**config.mk**
```make
export PLATFORM = sky130hd
export DESIGN_NAME = work_queue_flat
export DESIGN_NICKNAME = d
export VERILOG_FILES = /design/src/rtl/work_queue_if.sv /design/src/rtl/work_queue.sv /design/src/flat_wrapper.sv
export SDC_FILE = /design/constraint.sdc
export NUM_CORES = 2
export LEC_CHECK = 0
export CORE_UTILIZATION = 64
export DETAILED_ROUTE_END_ITERATION = 12
export PLACE_DENSITY = 0.85
export SKIP_LAST_GASP = 1
export SYNTH_ARGS = -nofsm -noshare
export SYNTH_HDL_FRONTEND = slang
export SYNTH_SLANG_ARGS = --single-unit
```
**constraint.sdc**
```tcl
create_clock -name clk -period 103.4 [get_ports clk]
set_input_delay 10.34 -clock clk [delete_from_list [all_inputs] [get_ports clk]]
set_output_delay 10.34 -clock clk [all_outputs]
set_load 0.005 [all_outputs]
```
**src/rtl/work_queue_if.sv**
```systemverilog
// work_queue_if: scheduler/regfile bundle for work_queue (save/restore handshakes, register image in/out, occupancy)
interface work_queue_if #(parameter int AW = 3);
  logic save_req;
  logic [15:0] save_pc;
  logic [3:0] save_pred;
  logic save_ack;
  logic restore_req;
  logic restore_ack;
  logic [15:0] restore_pc;
  logic [3:0] restore_pred;
  logic give_me;
  logic [255:0] the_regs;
  logic writing_regs;
  logic [255:0] change_me;
  logic full;
  logic empty;
  logic [AW:0] count;
  modport master (
    output save_req, save_pc, save_pred, restore_req, the_regs,
    input save_ack, restore_ack, restore_pc, restore_pred, give_me, writing_regs, change_me, full, empty, count
  );
  modport slave (
    input save_req, save_pc, save_pred, restore_req, the_regs,
    output save_ack, restore_ack, restore_pc, restore_pred, give_me, writing_regs, change_me, full, empty, count
  );
endinterface

```
**src/rtl/work_queue.sv**
```systemverilog
// work_queue: FIFO of thread contexts (256b regs, 16b pc, 4b pred); ports clk, rst, bus (work_queue_if.slave)
module work_queue #(
  parameter int DEPTH = 8,
  parameter int AW = 3
) (
  input logic clk,
  input logic rst,
  work_queue_if.slave bus
);
  localparam logic [1:0] IDLE = 2'd0;
  localparam logic [1:0] SAVE_GIVE = 2'd1;
  localparam logic [1:0] SAVE_CAP = 2'd2;
  localparam logic [1:0] RESTORE = 2'd3;
  localparam logic [AW:0] FULL_CNT = (AW + 1)'(DEPTH);
  logic [1:0] state;
  logic [AW-1:0] wr_ptr, rd_ptr;
  logic [AW:0] count;
  logic [15:0] pc_q, rpc;
  logic [3:0] pred_q, rpred;
  logic [255:0] chg;
  logic [275:0] mem [DEPTH];
  assign bus.save_ack = state == SAVE_CAP;
  assign bus.give_me = state == SAVE_GIVE;
  assign bus.restore_ack = state == RESTORE;
  assign bus.writing_regs = state == RESTORE;
  assign bus.restore_pc = rpc;
  assign bus.restore_pred = rpred;
  assign bus.change_me = chg;
  assign bus.count = count;
  assign bus.full = count == FULL_CNT;
  assign bus.empty = count == '0;
  always_ff @(posedge clk)
    if (!rst && state == SAVE_CAP) mem[wr_ptr] <= {bus.the_regs, pc_q, pred_q};
  always_ff @(posedge clk) begin
    if (rst) begin
      state <= IDLE;
      wr_ptr <= '0;
      rd_ptr <= '0;
      count <= '0;
      pc_q <= '0;
      pred_q <= '0;
      rpc <= '0;
      rpred <= '0;
      chg <= '0;
    end else begin
      case (state)
        IDLE:
          if (bus.save_req && !bus.full) begin
            pc_q <= bus.save_pc;
            pred_q <= bus.save_pred;
            state <= SAVE_GIVE;
          end else if (bus.restore_req && !bus.empty) begin
            {chg, rpc, rpred} <= mem[rd_ptr];
            state <= RESTORE;
          end
        SAVE_GIVE: state <= SAVE_CAP;
        SAVE_CAP: begin
          wr_ptr <= wr_ptr + AW'(1);
          count <= count + (AW + 1)'(1);
          state <= IDLE;
        end
        default: begin
          rd_ptr <= rd_ptr + AW'(1);
          count <= count - (AW + 1)'(1);
          state <= IDLE;
        end
      endcase
    end
  end
endmodule

```
**src/flat_wrapper.sv**
```systemverilog
// flat-port wrapper written by rule: the top's interface ports become plain ports
module work_queue_flat 
#(
  parameter int DEPTH = 8,
  parameter int AW = 3
)
  (clk, rst, bus_save_req, bus_save_pc, bus_save_pred, bus_restore_req, bus_the_regs, bus_save_ack, bus_restore_ack, bus_restore_pc, bus_restore_pred, bus_give_me, bus_writing_regs, bus_change_me, bus_full, bus_empty, bus_count);
  work_queue_if #(.AW(AW)) bus_i ();
  input logic clk;
  input logic rst;
  input wire logic [$bits(bus_i.save_req)-1:0] bus_save_req;
  input wire logic [$bits(bus_i.save_pc)-1:0] bus_save_pc;
  input wire logic [$bits(bus_i.save_pred)-1:0] bus_save_pred;
  input wire logic [$bits(bus_i.restore_req)-1:0] bus_restore_req;
  input wire logic [$bits(bus_i.the_regs)-1:0] bus_the_regs;
  output wire logic [$bits(bus_i.save_ack)-1:0] bus_save_ack;
  output wire logic [$bits(bus_i.restore_ack)-1:0] bus_restore_ack;
  output wire logic [$bits(bus_i.restore_pc)-1:0] bus_restore_pc;
  output wire logic [$bits(bus_i.restore_pred)-1:0] bus_restore_pred;
  output wire logic [$bits(bus_i.give_me)-1:0] bus_give_me;
  output wire logic [$bits(bus_i.writing_regs)-1:0] bus_writing_regs;
  output wire logic [$bits(bus_i.change_me)-1:0] bus_change_me;
  output wire logic [$bits(bus_i.full)-1:0] bus_full;
  output wire logic [$bits(bus_i.empty)-1:0] bus_empty;
  output wire logic [$bits(bus_i.count)-1:0] bus_count;
  assign bus_i.save_req = bus_save_req;
  assign bus_i.save_pc = bus_save_pc;
  assign bus_i.save_pred = bus_save_pred;
  assign bus_i.restore_req = bus_restore_req;
  assign bus_i.the_regs = bus_the_regs;
  assign bus_save_ack = bus_i.save_ack;
  assign bus_restore_ack = bus_i.restore_ack;
  assign bus_restore_pc = bus_i.restore_pc;
  assign bus_restore_pred = bus_i.restore_pred;
  assign bus_give_me = bus_i.give_me;
  assign bus_writing_regs = bus_i.writing_regs;
  assign bus_change_me = bus_i.change_me;
  assign bus_full = bus_i.full;
  assign bus_empty = bus_i.empty;
  assign bus_count = bus_i.count;
  work_queue #(.DEPTH(DEPTH), .AW(AW)) u_core (.clk(clk), .rst(rst), .bus(bus_i));
endmodule
```
==> impl_metrics.toml <==
[sta]
hold_viol_final = 0
max_freq_mhz = 71.46
min_period_ps = 13990
timing.hold.ws_ps = 456.0
tightest_slew_ps = 1384
clock_skew_ps = 72.07
setup_viol = 0
timing.final.crit_share = 0.1353
fin_ws_ps = 89410
slew_headroom = 0.07749
slew_violations = 0
rsz0062_at_grt = "no"
fin_setup_tns_ps = 0

[global_routing]
gr-total-overflow = 0
grt_busiest_layer = "met2"
grt_use_total = 0.3025
antenna_found_initial = 46
grt_pass1_wl_um = 328200
first_global_vias = 51750
grt_max_degree = 186
grtUsageMet2 = 0.4941
grt_use_met3 = 0.07548
grtUsageMet1 = 0.3966

[critical_path]
crit_arrival_ps = 14780
worstPathMaxFanout = 185
crit_path_start_kind = "primary input"
worstPathRequired_ps = 104190
cp-end-kind = "flip-flop"
worst-setup-path-type = "in -> reg"

[pwr]
p_int_mw = 1.809
p_seq_frac = 0.506
power_density_mw_per_mm2 = 21.86
swShare = 0.2426
comb_power_share = 0.123
switchingPower_uw = 579.6
cellLeakagePower_nw = 32.96
vdd_ir_drop_max_v = 0.00002218
p_clk_frac = 0.371

[clocking]
clockBufferDepth = 3
htree_levels = 4
clk_pin_slew_worst_paths_ps = 70
cts_hold_buf = 0
cts_made_buffers = 228
clk-insertion-delay-late_ps = 880
cts-root-buf = "clkbuf_16"
post_cts_buffers = 0
cts_resized = 0
cts_tree = "done"
cts_num_sinks = 2516

[placed_design]
port_buffers = 565
place.detailed.hpwl_um = 113700
placed_cells = 7110
place_ws_ps = 88730
gp_congestion = 0.7513

[logic_synthesis]
yosysSeqAreaShare = 0.7718
syn_area_per_cell_sq_um = 19.26
synthTopCellsByCount = "edfxtp_1 (2208), mux2i_1 (574), a211oi_1 (440), dfxtp_1 (308), inv_1 (279)"
yosys_warnings = 0
ys_types = 38
synth_edf_count = 2208
yosys.area.top_type = "edfxtp_1"
synthCells = 4874
synthTopCellsByArea = "edfxtp_1 (71%), mux4_2 (6.6%), dfxtp_1 (6.6%)"
ys_ff_latch = 2516
netlist.area_leader.share = 0.7061
async_flop_share = 0
synthesis.nets = 5158
synth_ff_type = "edfxtp_1"
syn_area_sq_mm = 0.09390
yosysMostFrequentCell = "edfxtp_1"

[floorplanning]
fp.dieH_um = 385.0
rows = 140
ioPinCount = 566
die_area_sq_mm = 0.1482
initial_core_util = 0.6450
die_w_um = 385.0
core_sq_mm = 0.1456

[flow_run]
drv_cap = 0

[min_path]
hp-class = "reg -> reg"

[finish]
drive_above_1_share = 0.1487
final_util = 0.7509
final_cells = 7569
area_delta_synth_final_pct = 16.41
nFillCells = 7393
nNetsFinal = 5707

[route]
wl_um = 225600
drt_iter0_markers = 5493
first_pass_iters = 7
drt.antenna.violating_nets = 0
drc_errors = 0
wl_per_cell_um = 29.81
viasPerCell = 6.627
num_vias = 50160

[outcome]
outcome = "completed"
power by group through the flow:
| stage | registers (mW) | clock network (mW) | logic [mW] |
|---|---|---|---|
| after detailed placement | 1.23 | 0 | 0.287 |
| after global routing | 1.21 | 0.930 | 0.314 |
| after floorplan | 1.22 | 0 | 0.141 |
| final | 1.21 | 0.886 | 0.295 |
| after global placement | 1.22 | 0 | 0.276 |
| after CTS | 1.21 | 0.893 | 0.295 |
logic make-up after synthesis:
family | after synthesis | synth area share
XOR/XNOR | 7 | 0.0006530
multiplexers | 852 | 0.1277
adder cells (fa/ha/maj) | 4 | 0.0005330
AND/OR/NAND/NOR | 61 | 0.003171
buffers and inverters | 599 | 0.02718
AO/OA/AOI/OAI | 835 | 0.06891
flip-flops | 2516 | 0.7718
metrics by stage:
stage	cell area, sq um	power (mW)
after floorplan	93900	1.365
after global placement	101200	1.500
after detailed placement	101200	1.513
after CTS	109200	2.394
after global routing	109300	2.455
final	109300	2.389
final cells by class:
cell class	count	area (sq um)	area share
Clock buffer	333	6598	0.06036
Clock inverter	102	1401	0.01282
Inverter	279	1047	0.009581
Tap cell	1917	2399	0.02194
Sequential cell	2516	72480	0.6631
Antenna cell	24	60.06	0.0005494
Multi-Input combinational cell	1759	18940	0.1733
Timing Repair Buffer	639	6379	0.05836
metal layers:
layer / up-vias / wire length [um]
li1: 20850 / -
met1: 25690 / 83100
met2: 3106 / 112200
met3: 464 / 23390
met4: 50 / 6616
met5: - / 320
path summary, 6_finish.rpt:
| path | startpoint | end | slack [ps] | cells after the start |
|---|---|---|---|---|
| hold / removal | u_core.bus.change_me[19] | u_core.bus.change_me[19] | 460 | 2 |
| setup reg to reg | u_core.state[1] | u_core.mem[4][139] | 98310 | 7 |
| setup / recovery | bus_save_req | u_core.bus.change_me[117] | 89410 | 9 |
| hold reg to reg | u_core.bus.change_me[19] | u_core.bus.change_me[19] | 460 | 2 |
flip-flops by register name, indices dropped and copies added, names as in the netlist, 3 cells and up:
| register | count |
|---|---|
| u_core.bus.restore_pred | 4 |
| u_core.bus.count | 4 |
| u_core.pc_q | 16 |
| u_core.bus.restore_pc | 16 |
| u_core.rd_ptr | 3 |
| u_core.pred_q | 4 |
| u_core.bus.change_me | 256 |
| u_core.mem | 2208 |
| u_core.wr_ptr | 3 |
layout by cell type, fill, tap and decap left out, types with 14 or more instances in the layout:
cell type        count
dfxtp_1            305
diode_2             24
clkdlybuf4s50_1    564
a211oi_2           110
nor2_1              31
mux2i_1            574
clkinv_2            35
mux4_2             277
clkbuf_16          234
clkinv_1            14
clkbuf_8            37
buf_4               61
clkbuf_1            62
inv_1              279
a211oi_1           440
edfxtp_1          2208
o22ai_1            275
bufinv_16           26
critical path, cell delays in order:
cell and delay, ps:
clkdlybuf4s50_1 510, o31ai_1 120, nand4_1 180, buf_12 690, buf_4 750, buf_4 830
buf_4 670, a211oi_1 170, a211oi_2 320
(Power assumes the default switching activity.)
